### config.mk
export PLATFORM = sky130hd
export DESIGN_NAME = paddle_ctrl
export DESIGN_NICKNAME = d
export VERILOG_FILES = /design/src/rtl/pong_pkg.sv /design/src/rtl/key_repeat.sv /design/src/rtl/paddle_ctrl.sv
export SDC_FILE = /design/constraint.sdc
export NUM_CORES = 1
export LEC_CHECK = 0
export ABC_AREA = 1
export BUFFER_PORTS_ARGS = -buffer_cell sky130_fd_sc_hd__buf_2
export CORE_UTILIZATION = 35
export CTS_CLUSTER_SIZE = 8
export DETAILED_ROUTE_END_ITERATION = 10
export SLEW_MARGIN = 20
export SYNTH_ARGS = -nofsm -noshare
export SYNTH_HDL_FRONTEND = slang
export SYNTH_HIERARCHICAL = 1
export SYNTH_SLANG_ARGS = --single-unit
### constraint.sdc
create_clock -name i_clk -period 3.3 [get_ports i_clk]
set_input_delay 0.165 -clock i_clk [delete_from_list [all_inputs] [get_ports i_clk]]
set_output_delay 0.165 -clock i_clk [all_outputs]
set_load 0.01 [all_outputs]
### src/rtl/pong_pkg.sv
// pong_pkg: shared types and screen constants for the pong demo on the
// 480x272 AT043TN25 panel.
//   SCREEN_W / SCREEN_H : visible panel size in pixels
//   dir_t               : decoded button direction
//   hold_state_t        : button hold / auto-repeat state machine states
package pong_pkg;

    localparam int SCREEN_W = 480;
    localparam int SCREEN_H = 272;

    typedef enum logic [1:0] {
        DIR_NONE = 2'd0,
        DIR_UP   = 2'd1,
        DIR_DOWN = 2'd2
    } dir_t;

    typedef enum logic [1:0] {
        IDLE   = 2'd0,
        HOLD   = 2'd1,
        REPEAT = 2'd2
    } hold_state_t;

endpackage

### src/rtl/key_repeat.sv
// key_repeat: synchronises the raw up/down buttons, decodes a direction and
// runs the hold / auto-repeat state machine. A fresh press latches a pending
// step. Holding the button then produces further steps after REPEAT_DELAY
// frame ticks, and every REPEAT_RATE ticks after that.
// Ports:
//   i_clk, i_rst_n  clock, asynchronous active-low reset
//   i_up, i_down    raw asynchronous buttons, active-high
//   i_frame_tick    one-cycle pulse per frame
//   i_mode_ai       AI mode: state machine held in IDLE, pending cleared
//   o_step_req      take one step on this (tick) cycle
//   o_step_dir      direction of that step
module key_repeat
    import pong_pkg::*;
#(
    parameter int REPEAT_DELAY = 20,
    parameter int REPEAT_RATE  = 4
) (
    input  logic i_clk,
    input  logic i_rst_n,
    input  logic i_up,
    input  logic i_down,
    input  logic i_frame_tick,
    input  logic i_mode_ai,
    output logic o_step_req,
    output dir_t o_step_dir
);

    localparam int CNT_MAX = (REPEAT_DELAY > REPEAT_RATE) ? REPEAT_DELAY : REPEAT_RATE;
    localparam int CNT_W   = $clog2(CNT_MAX + 1);

    logic        up_meta_r, up_sync_r, dn_meta_r, dn_sync_r;
    dir_t        dir_s;
    hold_state_t state_r, state_nxt_s;
    dir_t        hold_dir_r, hold_dir_nxt_s;
    dir_t        pend_dir_r, pend_dir_nxt_s;
    logic        pending_r, pending_nxt_s;
    logic [CNT_W-1:0] cnt_r, cnt_nxt_s;
    logic        fire_s;

    // Two-flop synchronisers for the asynchronous buttons.
    always_ff @(posedge i_clk or negedge i_rst_n) begin
        if (!i_rst_n) begin
            up_meta_r <= 1'b0;
            up_sync_r <= 1'b0;
            dn_meta_r <= 1'b0;
            dn_sync_r <= 1'b0;
        end else begin
            up_meta_r <= i_up;
            up_sync_r <= up_meta_r;
            dn_meta_r <= i_down;
            dn_sync_r <= dn_meta_r;
        end
    end

    // Direction decode: both buttons together cancel out.
    always_comb begin
        dir_s = DIR_NONE;
        if (up_sync_r && !dn_sync_r) begin
            dir_s = DIR_UP;
        end else if (dn_sync_r && !up_sync_r) begin
            dir_s = DIR_DOWN;
        end else begin
            dir_s = DIR_NONE;
        end
    end

    // Hold state machine registers.
    always_ff @(posedge i_clk or negedge i_rst_n) begin
        if (!i_rst_n) begin
            state_r    <= IDLE;
            hold_dir_r <= DIR_NONE;
            pend_dir_r <= DIR_NONE;
            pending_r  <= 1'b0;
            cnt_r      <= {CNT_W{1'b0}};
        end else begin
            state_r    <= state_nxt_s;
            hold_dir_r <= hold_dir_nxt_s;
            pend_dir_r <= pend_dir_nxt_s;
            pending_r  <= pending_nxt_s;
            cnt_r      <= cnt_nxt_s;
        end
    end

    // Next state: a fresh press wins over the tick that clears pending;
    // any change of the held direction drops back to IDLE.
    always_comb begin
        state_nxt_s    = state_r;
        hold_dir_nxt_s = hold_dir_r;
        pend_dir_nxt_s = pend_dir_r;
        pending_nxt_s  = pending_r;
        cnt_nxt_s      = cnt_r;
        fire_s         = 1'b0;
        if (i_mode_ai) begin
            state_nxt_s    = IDLE;
            hold_dir_nxt_s = DIR_NONE;
            pending_nxt_s  = 1'b0;
            cnt_nxt_s      = {CNT_W{1'b0}};
        end else begin
            if (i_frame_tick) begin
                pending_nxt_s = 1'b0;
            end else begin
                pending_nxt_s = pending_r;
            end
            case (state_r)
                IDLE: begin
                    if (dir_s != DIR_NONE) begin
                        pending_nxt_s  = 1'b1;
                        pend_dir_nxt_s = dir_s;
                        hold_dir_nxt_s = dir_s;
                        cnt_nxt_s      = CNT_W'(REPEAT_DELAY);
                        state_nxt_s    = HOLD;
                    end else begin
                        state_nxt_s = IDLE;
                    end
                end
                HOLD, REPEAT: begin
                    if (dir_s != hold_dir_r) begin
                        state_nxt_s = IDLE;
                    end else if (i_frame_tick) begin
                        // Counter reaching zero on this tick fires the step now.
                        if (cnt_r == CNT_W'(1)) begin
                            fire_s      = 1'b1;
                            cnt_nxt_s   = CNT_W'(REPEAT_RATE);
                            state_nxt_s = REPEAT;
                        end else begin
                            cnt_nxt_s = cnt_r - CNT_W'(1);
                        end
                    end else begin
                        state_nxt_s = state_r;
                    end
                end
                default: begin
                    state_nxt_s = IDLE;
                end
            endcase
        end
    end

    // A pending press and a repeat step on the same tick merge into one.
    assign o_step_req = i_frame_tick & ~i_mode_ai & (pending_r | fire_s);
    assign o_step_dir = pending_r ? pend_dir_r : hold_dir_r;

endmodule

### src/rtl/paddle_ctrl.sv
// paddle_ctrl: pong paddle controller. Moves the paddle vertically from the
// buttons (with auto-repeat) or follows the ball in AI mode, updating the
// position only on frame ticks and clamping to the screen. Also produces a
// registered "pixel inside paddle" flag for the video mixer.
// Ports:
//   i_clk, i_rst_n   clock, asynchronous active-low reset
//   i_up, i_down     raw asynchronous buttons, active-high
//   i_frame_tick     one-cycle pulse per frame (vblank start)
//   i_mode_ai        1 = follow i_ball_y, buttons ignored
//   i_ball_y         ball centre row
//   i_col, i_row     current pixel coordinate
//   o_color          pixel inside paddle, one cycle after i_col/i_row
//   o_y              paddle top row
//   o_h              paddle height (constant)
module paddle_ctrl
    import pong_pkg::*;
#(
    parameter int X_W          = 9,
    parameter int Y_W          = 9,
    parameter int H_W          = 7,
    parameter int START_X      = 0,
    parameter int START_Y      = 0,
    parameter int WIDTH        = 5,
    parameter int HEIGHT       = 50,
    parameter int Y_MAX        = SCREEN_H,
    parameter int STEP         = 10,
    parameter int REPEAT_DELAY = 20,
    parameter int REPEAT_RATE  = 4,
    parameter int AI_STEP      = 2,
    parameter int AI_DEADBAND  = 4
) (
    input  logic           i_clk,
    input  logic           i_rst_n,
    input  logic           i_up,
    input  logic           i_down,
    input  logic           i_frame_tick,
    input  logic           i_mode_ai,
    input  logic [Y_W-1:0] i_ball_y,
    input  logic [X_W-1:0] i_col,
    input  logic [Y_W-1:0] i_row,
    output logic           o_color,
    output logic [Y_W-1:0] o_y,
    output logic [H_W-1:0] o_h
);

    localparam int XW1 = X_W + 1;
    localparam int YW1 = Y_W + 1;

    if (HEIGHT > Y_MAX) begin : g_err_height
        $error("paddle_ctrl: HEIGHT exceeds Y_MAX");
    end
    if (START_Y + HEIGHT > Y_MAX) begin : g_err_start
        $error("paddle_ctrl: START_Y + HEIGHT exceeds Y_MAX");
    end
    if (REPEAT_DELAY == 0) begin : g_err_delay
        $error("paddle_ctrl: REPEAT_DELAY must be non-zero");
    end
    if (REPEAT_RATE == 0) begin : g_err_rate
        $error("paddle_ctrl: REPEAT_RATE must be non-zero");
    end

    // One saturating step, evaluated one bit wider so the sums cannot wrap.
    function automatic logic [Y_W-1:0] step_pos(input logic [Y_W-1:0] y,
                                                input logic go_up,
                                                input logic [Y_W:0] amt);
        logic [Y_W:0] yw;
        logic [Y_W:0] r;
        yw = {1'b0, y};
        if (go_up) begin
            r = (yw >= amt) ? (yw - amt) : {YW1{1'b0}};
        end else begin
            r = ((yw + YW1'(HEIGHT) + amt) <= YW1'(Y_MAX)) ? (yw + amt)
                                                           : YW1'(Y_MAX - HEIGHT);
        end
        return Y_W'(r);
    endfunction

    logic           step_req_s;
    dir_t           step_dir_s;
    logic [Y_W-1:0] y_r, y_nxt_s;
    logic [Y_W:0]   centre_s, centre_hi_s, ball_w_s, ball_lo_s;
    logic [X_W:0]   col_off_s;
    logic [Y_W:0]   row_off_s;
    logic           inside_s;
    logic           color_r;

    key_repeat #(
        .REPEAT_DELAY (REPEAT_DELAY),
        .REPEAT_RATE  (REPEAT_RATE)
    ) u_key_repeat (
        .i_clk        (i_clk),
        .i_rst_n      (i_rst_n),
        .i_up         (i_up),
        .i_down       (i_down),
        .i_frame_tick (i_frame_tick),
        .i_mode_ai    (i_mode_ai),
        .o_step_req   (step_req_s),
        .o_step_dir   (step_dir_s)
    );

    assign centre_s    = {1'b0, y_r} + YW1'(HEIGHT / 2);
    assign centre_hi_s = centre_s + YW1'(AI_DEADBAND);
    assign ball_w_s    = {1'b0, i_ball_y};
    assign ball_lo_s   = ball_w_s + YW1'(AI_DEADBAND);

    // Next paddle position: changes only on a frame tick.
    always_comb begin
        y_nxt_s = y_r;
        if (i_frame_tick) begin
            if (i_mode_ai) begin
                if (ball_lo_s < centre_s) begin
                    y_nxt_s = step_pos(y_r, 1'b1, YW1'(AI_STEP));
                end else if (ball_w_s > centre_hi_s) begin
                    y_nxt_s = step_pos(y_r, 1'b0, YW1'(AI_STEP));
                end else begin
                    y_nxt_s = y_r;
                end
            end else if (step_req_s && (step_dir_s != DIR_NONE)) begin
                y_nxt_s = step_pos(y_r, step_dir_s == DIR_UP, YW1'(STEP));
            end else begin
                y_nxt_s = y_r;
            end
        end else begin
            y_nxt_s = y_r;
        end
    end

    // Unsigned offset trick: a coordinate below the lower bound wraps to a
    // value of at least 2**width, which can never be below WIDTH/HEIGHT, so
    // a single compare covers both the lower and the upper bound.
    assign col_off_s = {1'b0, i_col} - XW1'(START_X);
    assign row_off_s = {1'b0, i_row} - {1'b0, y_r};
    assign inside_s  = (col_off_s < XW1'(WIDTH)) && (row_off_s < YW1'(HEIGHT));

    // Paddle position and pixel-hit registers.
    always_ff @(posedge i_clk or negedge i_rst_n) begin
        if (!i_rst_n) begin
            y_r     <= Y_W'(START_Y);
            color_r <= 1'b0;
        end else begin
            y_r     <= y_nxt_s;
            color_r <= inside_s;
        end
    end

    assign o_y     = y_r;
    assign o_color = color_r;
    assign o_h     = H_W'(HEIGHT);

endmodule

==> out/metrics.yaml <==
routing:
  finalWirelength_um: 9450
  via_per_inst: 4.91
  drtIter0Drc: 292
  vias: 3729
  remaining_drc_errors: 0
  dr.pass1.iters: 5
  routedWlPerCell_um: 12.4
  antenna_left: 0
placement:
  place.gp.congestion: 0.940
  portBuffers: 40
  hpwl_um: 7620
synthesis:
  synth_cell_types: 44
  synth_ff_type: "dfrtp_1"
  synth-compound-area-share: 0.133
  async_reset_ff_frac: 1.00
  yosys.area_share.simple: 0.387
  netlist_area_mm2: 0.00362
  synth_top_family_by_area: "simple AND/OR/NAND/NOR gates"
  synthMuxAreaShare: 0
  avgSynthCellArea_um2: 6.25
  synth_top_area_frac: 0.175
  yosysTopAreaCell: "nand2_1"
  synth_edf_count: 0
  ys_ff_latch: 25
  synth_adder_area_share: 0.133
  yosys_warnings: 6
  synth-xor-area-share: 0.0532
  synthCells: 579
  yosysSeqAreaShare: 0.173
  ys_top_cells_by_area: "nand2_1 (18%), dfrtp_1 (17%), ha_1 (13%)"
global_route:
  antenna_found_initial: 0
  top_usage_layer: "met2"
  use_met3: 0.0214
  grt_pass1_vias: 3449
  grt.overflow.total: 0
  met2_usage: 0.301
  grt_max_degree: 26
  track_usage: 0.180
  grt_pass1_wl_um: 16200
  use_met1: 0.252
worst_setup_path:
  slowest_stage: "dfrtp_1"
  cp_common_cell: "nand2_1"
  crit_path_end_kind: "flop"
  critical_path_buf_inv_count: 4
  crit_fanout: 8
  r2r_start: "o_y[5]$_DFFE_PN0P_"
  worstRegToRegCells: 18
  critPathTopFamily: "simple AND/OR/NAND/NOR gates"
  required_ns: 3.46
  critPathArrivalTime_ns: 3.12
  path_cells: "nand2_1 > nor2_1 > nand2_1 > xor2_1 > inv_1 > ha_1 > inv_1 > nor3_1 > o211ai_1 > nand4_1 > nand2_1 > inv_1 > nand2_1 > nand2_1 > buf_4 > a21oi_1 > nand2_1 > nand2_1"
  cp.depth: 18
  slowest_delay_ns: 0.46
  worst-r2r-setup-slack_ns: 0.34
  timing.rr.end: "o_y[3]$_DFFE_PN0P_"
  cp-start-kind: "flop"
  worstSetupPathType: "reg2reg"
clock_network:
  cts.sinks: 25
  h-tree-depth: 1
  clk_pin_slew_ns: 0.09
  cts_root_buf: "clkbuf_8"
  cts-buffers-inserted: 3
  cts_buffer_depth: 2
  cts_setup_buffers: 0
  clk_latency_ns: 0.27
  cts_tree: "done"
die:
  start_util: 0.365
  die_w_um: 104
  core_mm2: 0.00991
  rows: 36
  ios: 50
  die_y_um: 104
  die_area_mm2: 0.0108
timing:
  skew_ns: 0.00636
  relSlewSlack: 0.596
  worstMarginPinSlew_ns: 0.600
  hold_slack_ns: 0.252
  max_freq_mhz: 338
  tns_ns: 0
  setup_viol: 0
  hold_viol: 0
  grt_setup_unrepaired: "false"
  min_period_ns: 2.96
  slew_violations: 0
  timing.final.crit_share: 0.896
final_layout:
  layout.nets: 698
  layout_common_cells: "nand2_1 (169), inv_1 (69), nor2_1 (44), nand3_1 (42), buf_2 (40)"
  final_common_cell: "nand2_1"
  n_fill_cell: 1097
  area_growth_pct: 12.1
  n_antenna_cell: 0
  drive_gt1_frac: 0.158
run:
  cap_violations: 0
outcome:
  outcome: "finished clean"
min_path:
  holdPathStages: 3
  hold_start: "i_row[7]"
  holdPathEnd: "o_color$_DFF_PN0_"
  hp-class: "in2reg"
power:
  p_leak_nw: 2.19
  power-per-cell-area_mw_per_mm2: 871
  ir_drop_uv: 268
cells in the mapped netlist, types with 2 or more instances:
cell type and number:
nand3_1 42, nand3b_1 2, a21oi_1 36, nor3_1 5
o21ai_0 24, buf_2 3, dfrtp_1 25, nand2_2 7
buf_4 12, nor2_1 44, ha_1 37, nand2_1 169
o21ai_1 8, inv_1 69, or2_2 2, o21bai_1 3
inv_2 14, nor2_8 2, nor4_1 2, nor3b_1 2
xnor2_1 3, o211ai_1 3, nand3_2 4, xor2_1 19
nand4_1 13, conb_1 2, nand2_4 5, clkbuf_1 3
nor2_2 3, a21boi_0 2
sequential cells by signal, summed over array words and instances (netlist names):
| register | cells |
|---|---|
| u_key_repeat/dn_meta_r | 1 |
| u_key_repeat/up_meta_r | 1 |
| u_key_repeat/up_sync_r | 1 |
| u_key_repeat/pending_r | 1 |
| u_key_repeat/state_r | 2 |
| u_key_repeat/pend_dir_r | 2 |
| o_y | 8 |
| u_key_repeat/dn_sync_r | 1 |
| u_key_repeat/hold_dir_r | 2 |
| o_color | 1 |
| u_key_repeat/cnt_r | 5 |
power by group:
part	internal, mW	switching [mW]
sequential	0.386	0.105
combinational	0.989	1.87
clock	0.0845	0.0975
total	1.46	2.08
how the worst max path moves through the flow:
stage | from | to | slack [ns]
floorplan | o_y[6]$_DFFE_PN0P_ | o_y[4]$_DFFE_PN0P_ | 0.64
global placement | o_y[4]$_DFFE_PN0P_ | o_y[2]$_DFFE_PN0P_ | 0.40
CTS | o_y[4]$_DFFE_PN0P_ | o_y[2]$_DFFE_PN0P_ | 0.34
detailed placement | o_y[4]$_DFFE_PN0P_ | o_y[2]$_DFFE_PN0P_ | 0.37
finish | o_y[5]$_DFFE_PN0P_ | o_y[3]$_DFFE_PN0P_ | 0.34
global route | o_y[5]$_DFFE_PN0P_ | o_y[2]$_DFFE_PN0P_ | 0.003
worst register-to-register path, cell delays in order, from the launching register on:
cell and delay (ns):
dfrtp_1 0.46, nand2_1 0.14, nor2_1 0.20, nand2_1 0.13
xor2_1 0.16, inv_1 0.08, ha_1 0.29, inv_1 0.05
nor3_1 0.25, o211ai_1 0.12, nand4_1 0.19, nand2_1 0.08
inv_1 0.06, nand2_1 0.08, nand2_1 0.21, buf_4 0.19
a21oi_1 0.04, nand2_1 0.06, nand2_1 0.05
layout make-up:
| class | count | area, um2 | area share |
|---|---|---|---|
| timing repair buffer | 54 | 313 | 0.0771 |
| sequential | 25 | 627 | 0.154 |
| clock buffer | 3 | 41.3 | 0.0102 |
| inverter | 84 | 315 | 0.0777 |
| tap | 133 | 166 | 0.0410 |
| multi-input combinational | 459 | 2590 | 0.638 |
| clock inverter | 1 | 5.00 | 0.00123 |
metal layers:
metal	routed length [um]	up-vias
met2	4230	103
met1	4580	1657
met4	109	0
met5	0	-
li1	-	1956
met3	528	13
kinds of logic (layout without fill, tap and decap cells):
kind of cell / Yosys count / after routing
flip-flops: 25 / 25
adder cells (fa/ha/maj): 38 / 38
buffers and inverters: 102 / 142
other: 2 / 9
AND/OR/NAND/NOR: 305 / 305
XOR/XNOR: 22 / 22
AO/OA/AOI/OAI: 85 / 85
repair_timing:
action,4_1_cts,5_1_grt
endpoints found under the setup margin,0,7
hold buffers,2,1
endpoints found under the hold margin,26,1
resized for setup,0,1
through the flow:
step,setup WS (ns),total power [mW],instances,area (um2),utilization
after floorplan,0.642,2.63,586,3650,-
after CTS,0.341,3.52,758,4050,0.408
after detailed placement,0.370,3.32,752,3980,0.402
after global routing,0.00332,3.97,759,4060,0.409
after global placement,0.400,3.28,752,3980,0.402
final,0.345,3.53,759,4060,0.409
Power figures use the tool's default switching activity.
